$ cat src/rtl/lcd_fb_writer.sv
// Captures the 2 bpp pixel stream from the LCD controller, packs four pixels per byte
// and writes the bytes into a framebuffer through a small FIFO and a request/ack port.
module lcd_fb_writer #(
  parameter logic [12:0] FB_BASE    = 13'h0000,
  parameter int          LINE_BYTES = 40,
  parameter int          LINES      = 144,
  parameter int          FIFO_DEPTH = 4
) (
  input  logic        clk,
  input  logic        rst_n,
  input  logic        en,
  input  logic        hs,
  input  logic        vs,
  input  logic        cpl,
  input  logic [1:0]  pixel,
  input  logic        valid,
  output logic [12:0] fb_a,
  output logic [7:0]  fb_dout,
  output logic        fb_wr,
  input  logic        fb_ack,
  output logic        frame_done,
  output logic        overflow,
  input  logic        ovf_clr
);

  localparam int          PW     = $clog2(FIFO_DEPTH);
  localparam logic [7:0]  X_MAX  = 8'(4 * LINE_BYTES);
  localparam logic [7:0]  Y_MAX  = 8'(LINES);
  localparam logic [12:0] LINE_W = 13'(LINE_BYTES);

  typedef enum logic {IDLE, REQ} state_t;

  logic        hs_q, vs_q, cpl_q;
  logic        armed;
  logic [7:0]  x, y;
  logic [12:0] line_base;
  logic [5:0]  shift;
  logic [1:0]  cnt;
  state_t      state;

  logic [20:0] mem [FIFO_DEPTH];
  logic [PW:0] wr_ptr, rd_ptr;

  logic        vs_fall, hs_fall, cpl_rise, pix_ev;
  logic        push_req, do_push, drop, pop, empty, full;
  logic [7:0]  new_byte, flush_byte, push_data;
  logic [12:0] push_addr;
  logic [20:0] head;

  // vs takes priority over hs; a pixel coinciding with either sync edge is discarded.
  assign vs_fall  = vs_q & ~vs;
  assign hs_fall  = hs_q & ~hs & ~vs_fall;
  assign cpl_rise = ~cpl_q & cpl;
  assign pix_ev   = cpl_rise & valid & armed & (x < X_MAX) & (y < Y_MAX) & ~vs_fall & ~hs_fall;

  assign new_byte = {shift, pixel};

  always_comb begin
    flush_byte = 8'h00;
    case (cnt)
      2'd1:    flush_byte = {shift[1:0], 6'b0};
      2'd2:    flush_byte = {shift[3:0], 4'b0};
      2'd3:    flush_byte = {shift, 2'b0};
      default: flush_byte = 8'h00;
    endcase
  end

  // x counts pixels already taken on this line, so x/4 is the byte being completed.
  assign push_req  = (pix_ev && cnt == 2'd3) || (hs_fall && cnt != 2'd0);
  assign push_data = hs_fall ? flush_byte : new_byte;
  assign push_addr = line_base + {5'b0, x[7:2]};

  assign empty   = (wr_ptr == rd_ptr);
  assign full    = (wr_ptr[PW] != rd_ptr[PW]) && (wr_ptr[PW-1:0] == rd_ptr[PW-1:0]);
  assign pop     = (state == REQ) && fb_ack;
  assign do_push = push_req && (!full || pop);
  assign drop    = push_req && full && !pop;
  assign head    = mem[rd_ptr[PW-1:0]];

  always_ff @(posedge clk) begin
    if (do_push) mem[wr_ptr[PW-1:0]] <= {push_addr, push_data};
  end

  always_ff @(posedge clk or negedge rst_n) begin
    if (!rst_n) begin
      hs_q       <= 1'b1;
      vs_q       <= 1'b1;
      cpl_q      <= 1'b0;
      armed      <= 1'b0;
      x          <= 8'd0;
      y          <= 8'd0;
      line_base  <= FB_BASE;
      shift      <= 6'd0;
      cnt        <= 2'd0;
      frame_done <= 1'b0;
      overflow   <= 1'b0;
      wr_ptr     <= '0;
    end else begin
      hs_q       <= hs;
      vs_q       <= vs;
      cpl_q      <= cpl;
      frame_done <= vs_fall;
      if (vs_fall) begin
        armed     <= en;
        x         <= 8'd0;
        y         <= 8'd0;
        line_base <= FB_BASE;
        shift     <= 6'd0;
        cnt       <= 2'd0;
      end else if (hs_fall) begin
        x         <= 8'd0;
        if (y != Y_MAX) y <= y + 8'd1;
        line_base <= line_base + LINE_W;
        shift     <= 6'd0;
        cnt       <= 2'd0;
      end else if (pix_ev) begin
        x     <= x + 8'd1;
        shift <= new_byte[5:0];
        cnt   <= cnt + 2'd1;
      end
      if (do_push) wr_ptr <= wr_ptr + 1'b1;
      if (drop)
        overflow <= 1'b1;
      else if (ovf_clr)
        overflow <= 1'b0;
    end
  end

  always_ff @(posedge clk or negedge rst_n) begin
    if (!rst_n) begin
      state   <= IDLE;
      fb_wr   <= 1'b0;
      fb_a    <= 13'd0;
      fb_dout <= 8'd0;
      rd_ptr  <= '0;
    end else begin
      case (state)
        IDLE: begin
          if (!empty) begin
            fb_a    <= head[20:8];
            fb_dout <= head[7:0];
            fb_wr   <= 1'b1;
            state   <= REQ;
          end
        end
        REQ: begin
          if (fb_ack) begin
            fb_wr  <= 1'b0;
            rd_ptr <= rd_ptr + 1'b1;
            state  <= IDLE;
          end
        end
        default: state <= IDLE;
      endcase
    end
  end

endmodule

$ cat config.mk
export PLATFORM = sky130hd
export DESIGN_NAME = lcd_fb_writer
export DESIGN_NICKNAME = d
export VERILOG_FILES = /design/src/rtl/lcd_fb_writer.sv
export SDC_FILE = /design/constraint.sdc
export NUM_CORES = 1
export LEC_CHECK = 0
export BUFFER_PORTS_ARGS = -buffer_cell sky130_fd_sc_hd__buf_2
export CORE_MARGIN = 2
export CORE_UTILIZATION = 40
export CTS_BUF_LIST = sky130_fd_sc_hd__clkbuf_16
export CTS_CLUSTER_DIAMETER = 50
export CTS_CLUSTER_SIZE = 25
export DETAILED_ROUTE_END_ITERATION = 8
export GPL_ROUTABILITY_DRIVEN = 0
export PLACE_DENSITY = 0.62
export SLEW_MARGIN = 5
export SYNTH_ARGS = -nofsm -noshare
export SYNTH_HDL_FRONTEND = slang
export SYNTH_SLANG_ARGS = --single-unit
$ cat constraint.sdc
create_clock -name clk -period 2.8 [get_ports clk]
set_clock_uncertainty 0.2 [all_clocks]
set_input_delay 0 -clock clk [delete_from_list [all_inputs] [get_ports clk]]
set_output_delay 0 -clock clk [all_outputs]
set_load 0.01 [all_outputs]
* Yosys cells after proc, flatten, opt, wreduce, memory -nomap -nowiden *
Memory sizes are Yosys's and may differ from the RTL's. A register that Yosys moved wholly into a read port is not among the register bits.
Cells that the tools add are included.

cells by class
  muxes and demuxes = 26
  $mul = 0
  reduce and logical (&&, ||, !) cells = 21
  divide/modulo/power cells = 0
  shift operators = 0
  add/sub/neg operators = 7
  equal/unequal tests = 9
  magnitude comparators = 2
  bitwise logic cells = 17

operators with widths
  operator                                                          number
  8-bit two-way mux                                                 7
  13-bit two-way mux                                                2
  8-bit case mux with 3 select lines                                1
  6-bit two-way mux                                                 3
  8-bit by 1-bit adder with 8-bit output (second input constant)    2
  8-bit less-than comparator (second input constant)                2
  13-bit by 6-bit adder with 13-bit output                          1
  13-bit by 6-bit adder with 13-bit output (second input constant)  1
  1-bit bitwise AND                                                 10
  1-bit two-way mux                                                 8
  8-bit != test (second input constant)                             1
  2-bit AND reduction                                               4
  2-bit nonzero test                                                4
  1-bit logical AND                                                 7
  1-bit NOT                                                         7
  3-bit by 1-bit adder with 3-bit output (second input constant)    2
  2-bit two-way mux                                                 3
  2-bit == test (second input constant)                             2
  2-bit != test (second input constant)                             2
  1-bit case mux with 2 select lines                                2
  3-bit == test                                                     1
  1-bit logical NOT                                                 3
  3-bit nonzero test                                                1
  2-bit by 1-bit adder with 2-bit output (second input constant)    1
  4 further kinds                                                   5

storage, ports and cells
  input bits = 11
  bits in registers = 51
  word-level logic and storage cells = 98
  bits in latches = 0
  output and inout port bits = 24
  memories = 1
  bits in writable memories = 84
  memory bits (read-only) = 0

memories
  memory  depth  width  read ports  clocked after Yosys merged registers in  write ports  RTL line  text
  mem     4      21     1           1                                        1            41        logic [20:0] mem [FIFO_DEPTH];

* Longest topological paths before layout *
  depth after elaboration = 13
  gate-level depth with buffers = 6
  depth with buffers taken out = 6

* Least setup slack after synthesis *
No wires, ideal clock.

  path kind = register to register
  from = reg cnt[0]
  to = mem mem[0][0], enable pin
  data required time = 2201 ps
  buffers on the path = 0
  arrival time = 2253 ps
  library setup time = 399 ps
  clock period less this slack = 2851 ps
  cell stages (with the launch flop) = 6
  setup slack = -51 ps
  cells stage by stage = dfrtp_1 inv_1 ha_1 nor3_1 a21oi_1 nor2_1

on the way
  word-level cells in the longest chain between the ends = 6
  elaborated cells on any way between the ends = 8
  classes of those cells = eq/ne (1); mux (2); reduce/logical (5)

RTL lines
  element                                              RTL line  text
  start: declaration                                   38        logic [1:0] cnt;
  start signal: assignment                             119       cnt <= cnt + 2'd1;
  2-bit == test or 2-bit nonzero test (tied branches)  69        assign push_req = (pix_ev && cnt == 2'd3) || (hs_fall && cnt != 2'd0);
  1-bit logical AND                                    69
  1-bit logical OR (*)                                 69
  1-bit logical AND (*)                                76        assign do_push = push_req && (!full || pop);
  1-bit two-way mux (*)                                81        if (do_push) mem[wr_ptr[PW-1:0]] <= {push_addr, push_data};
  1-bit two-way mux (not written as such) (*)          81
  end: declaration                                     41

Every way passes the cells marked *; elsewhere a longest branch is shown, timed or not.

* Final worst setup path *
  from = reg cnt[0]
  to = mem mem[2][17], enable pin

Same word-level chain as after synthesis.

==> flow_metrics.env <==
export IMPL_cp_max_fo=21
export IMPL_portBuffers=34
export IMPL_post_dp_hpwl_um=8220
export IMPL_final_common_cell="edfxtp_1"
export IMPL_num_nets_final=541
export IMPL_drive_above_1_share_pct=24.7
export IMPL_min_delay_start="vs"
export IMPL_switching_power_w=0.00184
export IMPL_whs_endpoint="vs_q$_DFF_PN1_"
export IMPL_die_w_um=132
export IMPL_syn_avg_cell_area_sq_um=14.5
export IMPL_syn_inst=454
export IMPL_seqCellArea_sq_um=4250
export IMPL_synth_area_leaders="edfxtp_1 38%, dfrtp_1 25%, mux4_2 7.2%"
export IMPL_synth_ff_type="edfxtp_1"
export IMPL_async_flop_share_pct=45.1
export IMPL_wl_per_cell_um=16.4
export IMPL_p_leak_nw=3.03
export IMPL_ys_warn_count=0
export IMPL_vias_per_cell=5.21
export IMPL_vias=3869
export IMPL_grt_pass1_vias=3955
export IMPL_synth_yosys_seq_area_share_pct=64.6
export IMPL_start_kind="register"
export IMPL_yosys_area_top_type_share_pct=38.3
export IMPL_grt_overflow=0
export IMPL_mostFrequentLayoutCells="84 x edfxtp_1, 67 x dfrtp_1, 34 x buf_2"
export IMPL_cp_required_ns=2.68
export IMPL_power_density_nw_per_um2=850
export IMPL_setup_tns_ns=0
export IMPL_whs_ns=0.0302
export IMPL_core_area_sq_um=16000
export IMPL_status="completed"
export IMPL_ios=35
export IMPL_synth_cell_types=52
export IMPL_cts_resized=0
export IMPL_die_h_um=132
export IMPL_vdd_ir_drop_max_mv=0.421
export IMPL_power_frac_seq_pct=42.2
export IMPL_p_comb_share_pct=23.8
export IMPL_num_rows=46
export IMPL_h_tree_depth=4
export IMPL_drt_initial_drc_count=313
export IMPL_antenna_found_initial=0
export IMPL_swShare_pct=27.8
export IMPL_cts_hold_buf=11
export IMPL_cts_inserted_buffers=17
export IMPL_min_period_ns=2.55
export IMPL_grt_start_max_net_pins=70
export IMPL_max_clock_path_buffers=2
export IMPL_drt_pass1_iterations=4
export IMPL_synth_fp_nets=482
export IMPL_p_int_w=0.00479
export IMPL_clock_power_share_pct=34.0
export IMPL_drv_cap=0
export IMPL_reg2reg_to="mem[2][17]$_DFFE_PP_"
export IMPL_fillers=1422
export IMPL_finalSetupViolCount=0
export IMPL_area_delta_synth_final_pct=18.6
export IMPL_min_period_over_period_pct=91.0
export IMPL_clkTransAtPathRegs_ns=0.06
export IMPL_min_delay_path_depth=2
export IMPL_hp_class="primary input to register"
export IMPL_synthesis_area_sq_um=6590
export IMPL_cts_sinks=153
export IMPL_ff2ff_setup_slack_ns=0.25
export IMPL_start_util_pct=41.2
export IMPL_ant_nets=0
export IMPL_cts_setup_buffers=0
export IMPL_critPathKind="register to register"
export IMPL_max_freq_mhz=392
export IMPL_finalHoldViolCount=0
export IMPL_track_usage_pct=15.0
export IMPL_ys_seq_elements=153
export IMPL_worst_r2r_cell_count=6
export IMPL_multi_input_area_sq_um=2210
export IMPL_maxSlewHeadroom_pct=55.8
export IMPL_worst_pin_slew_ns=0.657
export IMPL_cp_arrival_ns=2.43
export IMPL_synth_edf_count=84
export IMPL_diodes=0
export IMPL_rsz0062_at_grt="false"
export IMPL_synth_top_area_cell="edfxtp_1"
export IMPL_drc=0
export IMPL_timing_rr_start="cnt[0]$_DFFE_PN0P_"
export IMPL_grt_pass1_wl_um=20300
export IMPL_clkLatencyLatePin_ns=0.42
export IMPL_maxSlewViolCount=0
export IMPL_die_area_sq_um=17500
export IMPL_tritoncts="built"
export IMPL_cp_end_kind="register"
export IMPL_root_buffer="clkbuf_16"
export IMPL_totalWireLength_um=12100
-- registers in the layout (all words and copies together), names as in the netlist, 3 cells and up --
signal and cells:
mem 84, fb_dout 8, line_base 10, y 8
rd_ptr 3, shift 6, fb_a 13, wr_ptr 3
x 8
-- routing by layer --
metal  GRT usage (%)  part of all wire [%]
met3            3.42                   4.4
met4            5.32                  0.63
met2            25.4                    51
met5               0                     0
met1            19.0                    44
-- layout make-up --
| class | instances | share of cell area [%] |
|---|---|---|
| Timing Repair Buffer | 60 | 5.67 |
| Inverter | 12 | 0.577 |
| Clock buffer | 17 | 5.45 |
| Sequential cell | 153 | 54.4 |
| Clock inverter | 15 | 2.08 |
| Multi-Input combinational cell | 269 | 28.3 |
| Tap cell | 216 | 3.46 |
-- power by group through the flow --
stage	clock [W]	sequential, W	combinational (W)
final	0.00226	0.00280	0.00158
after global routing	0.00241	0.00284	0.00176
after CTS	0.00231	0.00281	0.00162
after detailed placement	0	0.00286	0.00161
after global placement	0	0.00284	0.00158
after floorplan	0	0.00291	0.00108
-- cells in the mapped netlist (6+ instances only) --
| master | instances |
|---|---|
| a21oi_1 | 14 |
| buf_2 | 8 |
| clkbuf_1 | 10 |
| dfrtp_1 | 67 |
| edfxtp_1 | 84 |
| ha_1 | 17 |
| inv_1 | 11 |
| mux2_2 | 22 |
| mux4_2 | 21 |
| nand2_1 | 28 |
| nand3_1 | 23 |
| nand4_1 | 6 |
| nor2_1 | 27 |
| nor3_1 | 7 |
| o21ai_0 | 9 |
| o31ai_1 | 6 |
| xnor2_1 | 21 |
| xor2_1 | 10 |
-- worst max path at each step --
stage,end,from,cells after the start
6_report,mem[2][17]$_DFFE_PP_,cnt[0]$_DFFE_PN0P_,6
3_3_place_gp,mem[2][15]$_DFFE_PP_,cnt[0]$_DFFE_PN0P_,6
3_5_place_dp,mem[2][16]$_DFFE_PP_,cnt[0]$_DFFE_PN0P_,6
5_1_grt,mem[2][14]$_DFFE_PP_,cnt[0]$_DFFE_PN0P_,6
2_1_floorplan,mem[0][0]$_DFFE_PP_,cnt[0]$_DFFE_PN0P_,5
4_1_cts,mem[2][14]$_DFFE_PP_,cnt[0]$_DFFE_PN0P_,6
-- critical path, stage by stage (launching register included) --
cell and delay (ns):
dfrtp_1 0.41, inv_1 0.09, ha_1 0.26, nor3_1 0.56, a21oi_1 0.21, nor2_1 0.16
buf_4 0.30
-- stage by stage --
step	setup slack, ns	area, sq um	total power (W)	cells	utilization, %
after floorplan	-0.0513	6590	0.00399	454	-
final	0.252	7810	0.00664	742	48.8
after detailed placement	0.321	7110	0.00446	699	44.4
after global routing	0.00373	7810	0.00701	742	48.8
after global placement	0.401	7110	0.00443	699	44.4
after CTS	0.291	7810	0.00674	742	48.8
-- cell families (layout without fill, tap and decap cells) --
group | count (synthesis) | count (layout) | synth area share [%]
muxes | 45 | 45 | 11.2
adders and majority gates | 17 | 17 | 3.23
xor gates and xnor gates | 31 | 31 | 4.12
AOI/OAI and AO/OA | 54 | 54 | 5.66
DFF | 153 | 153 | 64.6
and+or+nand+nor | 121 | 121 | 9.16
buffers and inverters | 32 | 104 | 1.98
other | 1 | 1 | 0.0569
Power figures use the tool's default switching activity.
